## config.mk

```make
export PLATFORM = sky130hd
export DESIGN_NAME = mem_port_arbiter
export DESIGN_NICKNAME = d
export VERILOG_FILES = /design/src/rtl/mem_port_arbiter.sv
export SDC_FILE = /design/constraint.sdc
export NUM_CORES = 1
export LEC_CHECK = 0
export BUFFER_PORTS_ARGS = -buffer_cell sky130_fd_sc_hd__buf_4
export CORE_MARGIN = 2
export CORE_UTILIZATION = 37
export DETAILED_ROUTE_END_ITERATION = 7
export PLACE_DENSITY = 0.77
export SLEW_MARGIN = 20
export SYNTH_ARGS = -nofsm -noshare
export SYNTH_HDL_FRONTEND = slang
export SYNTH_SLANG_ARGS = --single-unit
```

## constraint.sdc

```tcl
create_clock -name clk -period 1.9 [get_ports clk]
set_clock_uncertainty 0.15 [all_clocks]
set_input_delay 0.19 -clock clk [delete_from_list [all_inputs] [get_ports clk]]
set_output_delay 0.19 -clock clk [all_outputs]
set_load 0.02 [all_outputs]
```

## src/rtl/mem_port_arbiter.sv

```systemverilog
// mem_port_arbiter: shares one single-ported 16-bit memory between instruction
//   fetch and the load/store path. Ldst has priority; fetch is forced after
//   MAX_LDST_STREAK consecutive ldst grants while a fetch is waiting.
// Latency: grant and memory strobes are combinational from the requests; read
//   data returns READ_LATENCY cycles after accept and is routed the same cycle.
// Backpressure: the granted requester sees i_mem_waitrequest, the other sees 1;
//   requesters hold their request stable while waitrequest is high.
//
// Ports:
//   clk, reset              clock, synchronous active-high reset
//   i_if_*  / o_if_*        fetch read port (addr, rd, waitrequest, rddata, rddatavalid)
//   i_ldst_* / o_ldst_*     load/store port (addr, rd, wr, wrdata, waitrequest, rddata, rddatavalid)
//   i_flush                 branch taken: block fetch, drop in-flight fetch reads
//   o_mem_* / i_mem_*       memory side (addr, rd, wr, wrdata, rddata, waitrequest)
module mem_port_arbiter #(
  parameter int READ_LATENCY    = 1,
  parameter int MAX_LDST_STREAK = 3
) (
  input  logic        clk,
  input  logic        reset,
  // fetch port
  input  logic [15:0] i_if_addr,
  input  logic        i_if_rd,
  output logic        o_if_waitrequest,
  output logic [15:0] o_if_rddata,
  output logic        o_if_rddatavalid,
  // load/store port
  input  logic [15:0] i_ldst_addr,
  input  logic        i_ldst_rd,
  input  logic        i_ldst_wr,
  input  logic [15:0] i_ldst_wrdata,
  output logic        o_ldst_waitrequest,
  output logic [15:0] o_ldst_rddata,
  output logic        o_ldst_rddatavalid,
  // branch flush
  input  logic        i_flush,
  // memory port
  output logic [15:0] o_mem_addr,
  output logic        o_mem_rd,
  output logic        o_mem_wr,
  output logic [15:0] o_mem_wrdata,
  input  logic [15:0] i_mem_rddata,
  input  logic        i_mem_waitrequest
);

  localparam logic [3:0] STREAK_MAX = 4'(MAX_LDST_STREAK);

  typedef enum logic [1:0] {
    GNT_NONE = 2'd0,
    GNT_IF   = 2'd1,
    GNT_LDST = 2'd2
  } gnt_e;

  // Consecutive ldst accepts while a fetch was waiting.
  logic [3:0]              r_streak;
  // Read tracker: bit 0 is the head, bit READ_LATENCY-1 the tail.
  // r_own = 1 marks a ldst read, 0 a fetch read.
  logic [READ_LATENCY-1:0] r_vld;
  logic [READ_LATENCY-1:0] r_own;
  // Last delivered words, held between responses.
  logic [15:0]             r_if_rddata;
  logic [15:0]             r_ldst_rddata;

  logic       w_ldst_req;
  logic       w_if_req;
  logic       w_ldst_is_wr;
  logic       w_ldst_is_rd;
  gnt_e       w_gnt;
  logic       w_accept;
  logic       w_accept_rd;
  logic [3:0] w_streak_nxt;
  logic       w_tail_vld;
  logic       w_tail_if;
  logic       w_tail_ldst;

  // ---------------------------------------------------------------------------
  // Request decode and grant. Reset blocks both requesters so the memory side
  // is quiet and both waitrequests read 1 while reset is held.
  // ---------------------------------------------------------------------------
  always_comb begin
    w_ldst_req   = (i_ldst_rd | i_ldst_wr) & ~reset;
    w_if_req     = i_if_rd & ~i_flush & ~reset;
    // A simultaneous rd+wr is a store; the read half is ignored.
    w_ldst_is_wr = i_ldst_wr;
    w_ldst_is_rd = i_ldst_rd & ~i_ldst_wr;

    w_gnt = GNT_NONE;
    if (w_ldst_req && w_if_req) begin
      w_gnt = (r_streak == STREAK_MAX) ? GNT_IF : GNT_LDST;
    end else if (w_ldst_req) begin
      w_gnt = GNT_LDST;
    end else if (w_if_req) begin
      w_gnt = GNT_IF;
    end
  end

  assign w_accept    = (w_gnt != GNT_NONE) & ~i_mem_waitrequest;
  assign w_accept_rd = w_accept & ((w_gnt == GNT_IF) | ((w_gnt == GNT_LDST) & w_ldst_is_rd));

  // ---------------------------------------------------------------------------
  // Memory side and per-requester waitrequest.
  // ---------------------------------------------------------------------------
  always_comb begin
    o_mem_addr         = 16'h0000;
    o_mem_rd           = 1'b0;
    o_mem_wr           = 1'b0;
    o_mem_wrdata       = 16'h0000;
    o_if_waitrequest   = 1'b1;
    o_ldst_waitrequest = 1'b1;
    case (w_gnt)
      GNT_IF: begin
        o_mem_addr       = i_if_addr;
        o_mem_rd         = 1'b1;
        o_if_waitrequest = i_mem_waitrequest;
      end
      GNT_LDST: begin
        o_mem_addr         = i_ldst_addr;
        o_mem_rd           = w_ldst_is_rd;
        o_mem_wr           = w_ldst_is_wr;
        o_mem_wrdata       = i_ldst_wrdata;
        o_ldst_waitrequest = i_mem_waitrequest;
      end
      default: ;
    endcase
  end

  // ---------------------------------------------------------------------------
  // Fetch starvation guard. The streak only matters while a fetch is waiting,
  // so it restarts whenever i_if_rd drops. A stalled cycle (no accept) holds it.
  // ---------------------------------------------------------------------------
  always_comb begin
    w_streak_nxt = r_streak;
    if (!i_if_rd) begin
      w_streak_nxt = 4'd0;
    end else if (w_accept && (w_gnt == GNT_IF)) begin
      w_streak_nxt = 4'd0;
    end else if (w_accept && (w_gnt == GNT_LDST) && (r_streak != STREAK_MAX)) begin
      w_streak_nxt = r_streak + 4'd1;
    end
  end

  // ---------------------------------------------------------------------------
  // Response routing. The tail entry lines up with i_mem_rddata this cycle.
  // A flush kills a fetch entry even when it is already at the tail.
  // ---------------------------------------------------------------------------
  assign w_tail_vld  = r_vld[READ_LATENCY-1] & ~reset;
  assign w_tail_if   = w_tail_vld & ~r_own[READ_LATENCY-1] & ~i_flush;
  assign w_tail_ldst = w_tail_vld &  r_own[READ_LATENCY-1];

  assign o_if_rddatavalid   = w_tail_if;
  assign o_ldst_rddatavalid = w_tail_ldst;
  assign o_if_rddata        = w_tail_if   ? i_mem_rddata : r_if_rddata;
  assign o_ldst_rddata      = w_tail_ldst ? i_mem_rddata : r_ldst_rddata;

  // ---------------------------------------------------------------------------
  // State.
  // ---------------------------------------------------------------------------
  always_ff @(posedge clk) begin
    if (reset) begin
      r_streak      <= 4'd0;
      r_vld         <= '0;
      r_own         <= '0;
      r_if_rddata   <= 16'h0000;
      r_ldst_rddata <= 16'h0000;
    end else begin
      r_streak <= w_streak_nxt;

      r_vld[0] <= w_accept_rd;
      r_own[0] <= (w_gnt == GNT_LDST);
      // Shift toward the tail; fetch entries die while flush is high.
      for (int k = 1; k < READ_LATENCY; k++) begin
        r_vld[k] <= r_vld[k-1] & ~(i_flush & ~r_own[k-1]);
        r_own[k] <= r_own[k-1];
      end

      if (w_tail_if) begin
        r_if_rddata <= i_mem_rddata;
      end
      if (w_tail_ldst) begin
        r_ldst_rddata <= i_mem_rddata;
      end
    end
  end

endmodule

```

== Yosys cells after proc, flatten, opt, wreduce, memory -nomap -nowiden ==
Cells that the tools add are included.

* Add/sub/neg operators: 1
* Equal/unequal tests: 4
* Muxes and demuxes: 12
* Bitwise logic cells: 19
* Reduce and logical (&&, ||, !) cells: 6

{| class="wikitable"
|+ Operators with widths
! operator !! number
|-
| two-way mux 16 bit || 3
|-
| one-hot mux 16 bit (2 select lines) || 1
|-
| bitwise AND 1 bit || 11
|-
| two-way mux 2 bit || 3
|-
| NOT 1 bit || 6
|-
| adder 4 x 1 -> 4 bit (second input constant) || 1
|-
| == test 4 x 2 -> 1 bit (second input constant) || 1
|-
| logical AND 1 bit || 4
|-
| two-way mux 1 bit || 4
|-
| inequality test 4 x 2 -> 1 bit (second input constant) || 1
|-
| OR reduction 3 bit || 1
|-
| == test 2 x 1 -> 1 bit (second input constant) || 1
|-
| == test 2 bit (second input constant) || 1
|-
| bitwise OR 1 bit || 2
|-
| one-hot mux 1 bit (2 select lines) || 1
|-
| nonzero test 2 bit || 1
|}

* Register bits after elaboration: 38
* Input bits: 71
* Output and inout port bits: 70
* Logic and storage cells: 47

== Longest topological paths before layout ==
* Depth after elaboration: 10
* Depth in mapped cells: 5
* Mapped depth without buffers: 4

== Least setup slack after synthesis ==
No wires, ideal clock.

* Kind: reg-to-output
* Start: register r_streak[0]
* End: output o_mem_addr[0]
* Arrival: 1.757 ns
* Slack: -0.197 ns
* Cell stages (with the launch flop): 6
* Buffers on the path: 1
* Cells stage by stage: dfxtp_1 -> ha_1 -> or3b_1 -> a211oi_4 -> buf_6 -> a22o_1

* Longest elaborated chain between the ends: 5
* Elaborated cells between the ends (all ways): 6

{| class="wikitable"
|+ Ends and longest elaborated chain
! item !! line !! source
|-
| from (decl) || 55 || <nowiki>logic [3:0] r_streak;</nowiki>
|-
| from (signal assigned) || 166 || <nowiki>r_streak <= w_streak_nxt;</nowiki>
|-
| == test 4 x 2 -> 1 bit * || 89 || <nowiki>w_gnt = (r_streak == STREAK_MAX) ? GNT_IF : GNT_LDST;</nowiki>
|-
| two-way mux 2 bit * || 89 ||
|-
| two-way mux 2 bit * || 88 || <nowiki>if (w_ldst_req && w_if_req) begin</nowiki>
|-
| == test 2 bit or == test 2 x 1 -> 1 bit (tied branches) || 110 || <nowiki>case (w_gnt)</nowiki>
|-
| one-hot mux 16 bit (2 select lines) * || 110 ||
|-
| to (decl) || 38 || <nowiki>output logic [15:0] o_mem_addr,</nowiki>
|}

Mark *: on every way between the ends. The rest lies on a longest branch, timed or not.

== Final worst setup path ==
* Start: register r_streak[1]
* End: output o_mem_addr[15]

The elaborated chain is that of the path after synthesis.

==> results.ini <==
[finish]
seq_area_um2 = 768
diodes = 0
fill_cells = 307
areaGrowthSynthToFinish_pct = 110
stdcell_count = 427
finalNetCount = 428
multi_input_area_um2 = 1350
final_layout_size_suffix_gt1_share_pct = 72.8

[sta]
fin_crit_ns = 2.32
fin_hold_ws_ns = 0.105
slew-limit-headroom_pct = 79.6
hold_viol_final = 0
fmax_mhz = 430
rsz0062_at_grt = yes
final.setup.worst_slack_ns = -0.423
fin_crit_sh_pct = 122
finalMaxSlewViolations = 0
worst_pin_slew_ns = 0.305
setup_viol_count_final = 52

[clock_network]
ctsHtreeMaxLevel = 2
hold_buffers = 0
clkLatencyLatePin_ns = 0.28
root_buffer = clkbuf_8
cts_buffers = 5
clock_path_buffers = 2
cts_num_sinks = 38
path_clk_slew_ns = 0.07
cts_tree = yes

[synthesis]
synth_enable_flop_cells = 0
yosysSeqAreaShare_pct = 39.3
synth_top_area_share_pct = 39.3
synth_most_common_cell = dfxtp_1
synth_area_um2 = 1940
synthFlopType = dfxtp_1
synth_top_area_cell = dfxtp_1
ys_async_sr_fraction_pct = 0
yosysWarnings = 0
synth_seq_cells = 38
syn_nets = 254
netlist_instances = 182
ys_top_cells_by_area = dfxtp_1, mux2_2, nor2b_1, a22o_1, and2_1
ys_types = 32
synth_commonest_cells = dfxtp_1, nor2b_1, mux2_2, and2_1, a22o_1
avgSynthCellArea_um2 = 10.6

[placement]
dp_hpwl_um = 4900
place_inst = 397
port_buffers = 140
gp_congestion = 0.783
post-place-ws_ns = -0.0776

[global_route]
grt_max_degree = 36
antenna_found_initial = 0
grt_pass1_wl_um = 9850
grt_pass1_vias = 2038
grt_remaining_overflow = 0
track_usage_pct = 21.3

[critical_path]
worst-path-max-fanout = 4
crit_path_end_kind = output pin
startpoint_type = register
worstPathRequired_ns = 1.56
cp.arrival_ns = 1.98
r2r_cells = 6
crit_type = register to output pin

[floorplanning]
die_area_um2 = 5830
die_x_um = 76.3
row_count = 26
coreArea_um2 = 5070
start_util_pct = 38.1
ios = 141
dieHeight_um = 76.3

[flow_run]
maxCapViolations = 0

[route]
via_count = 2147
finalWirelength_um = 7600
first_iter_violations = 51
dr.pass1.iters = 4
viasPerCell = 5.03
ant_nets = 0
wl_per_cell_um = 17.8
drc = 0

[min_path]
holdPathStages = 3
hold_path_class = input pin to register

[power]
power.density_nw_per_um2 = 466
power_mw = 1.90
power_leakage_nw = 1.96
ir_drop_v = 0.000272

[outcome]
outcome = finished with violations
violations = negative setup slack

## layer usage
metal  vias to the layer above  global-route usage [%]  share of wire (%)
met1                      1015                    21.2                 33
met4                         0                    5.27                3.7
li1                        995                       -                  -
met3                        22                    5.92                7.5
met5                         -                       0                  0
met2                       115                    42.9                 56
## per-stage QoR
stage                     utilization, %  setup TNS (ns)  area [µm²]
after CTS                           71.4          -13.41        3620
after global placement              64.5          -0.462        3280
after floorplan                        -          -0.446        2060
after detailed placement            64.5          -0.953        3280
final                               80.3          -14.70        4070
after global routing                80.3          -18.15        4070
## registers in the layout, indices dropped and copies added, names as in the netlist
register and count:
r_if_rddata 16, r_ldst_rddata 16, r_own 1, r_streak 4
r_vld 1
## critical path, cell delays in order, from the launching register on
cell       delay (ns)
dfxtp_2          0.36
ha_4             0.14
or3b_4           0.41
a211oi_4         0.22
buf_6            0.16
clkbuf_16        0.14
a22o_1           0.14
buf_6            0.13
## kinds of logic (layout without fill, tap and decap cells)
group | Yosys count | after routing | share of synthesized area [%]
AO/OA/AOI/OAI | 30 | 30 | 13.8
adder cells (fa/ha/maj) | 1 | 1 | 0.646
buffers and inverters | 14 | 189 | 4.20
flip-flops | 38 | 38 | 39.3
multiplexers | 32 | 32 | 18.6
AND/OR/NAND/NOR | 67 | 67 | 23.5
## cell type report
cell class / instances / share of cell area [%]
multi-input combinational: 130 / 33.2
timing repair buffer: 178 / 43.2
clock buffer: 7 / 2.12
clock inverter: 1 / 0.123
tap: 70 / 2.15
inverter: 3 / 0.276
sequential: 38 / 18.9
## cell usage in the layout (no fill, tap or decap), types with 2 or more instances in the layout
cell type  netlist  final
buf_4            1     98
buf_6            3     68
dfxtp_1         38     34
nor2b_1         33     33
mux2_4           0     18
and2_4           0     17
mux2_2          31     13
a22o_4           0     10
a22o_1          16      6
clkbuf_8         0      6
buf_12           0      6
clkbuf_16        0      5
o31ai_1          4      4
inv_1            3      3
a211oi_2         1      3
dfxtp_2          0      3
nand2b_1         4      2
nor2_1           2      2
nand2b_4         0      2
nand4_1          2      2
a211oi_1         4      2
## report_power, final
| group | total [mW] | switching, mW | internal (mW) | leakage [nW] |
|---|---|---|---|---|
| clock | 0.560 | 0.267 | 0.293 | 0.0482 |
| sequential | 0.808 | 0.00468 | 0.803 | 0.309 |
| combinational | 0.530 | 0.224 | 0.306 | 1.61 |
| total | 1.90 | 0.496 | 1.40 | 1.96 |
## final timing paths
check / from / end / slack [ns]
min reg2reg: r_ldst_rddata[9] / r_ldst_rddata[9] / 0.44
min: i_ldst_rd / r_vld / 0.11
max: r_streak[1] / o_mem_addr[15] / -0.42
max reg2reg: r_streak[1] / r_streak[0] / 0.07
## timing repair
action | 4_1_cts | 5_1_grt
resized for setup | 48 | 69
buffers inserted | 6 | 9
cloned | 1 | 8
endpoints found under the setup margin | 53 | 71
pin swaps | 3 | 20
No activity file was read; power rests on OpenSTA's default activity.
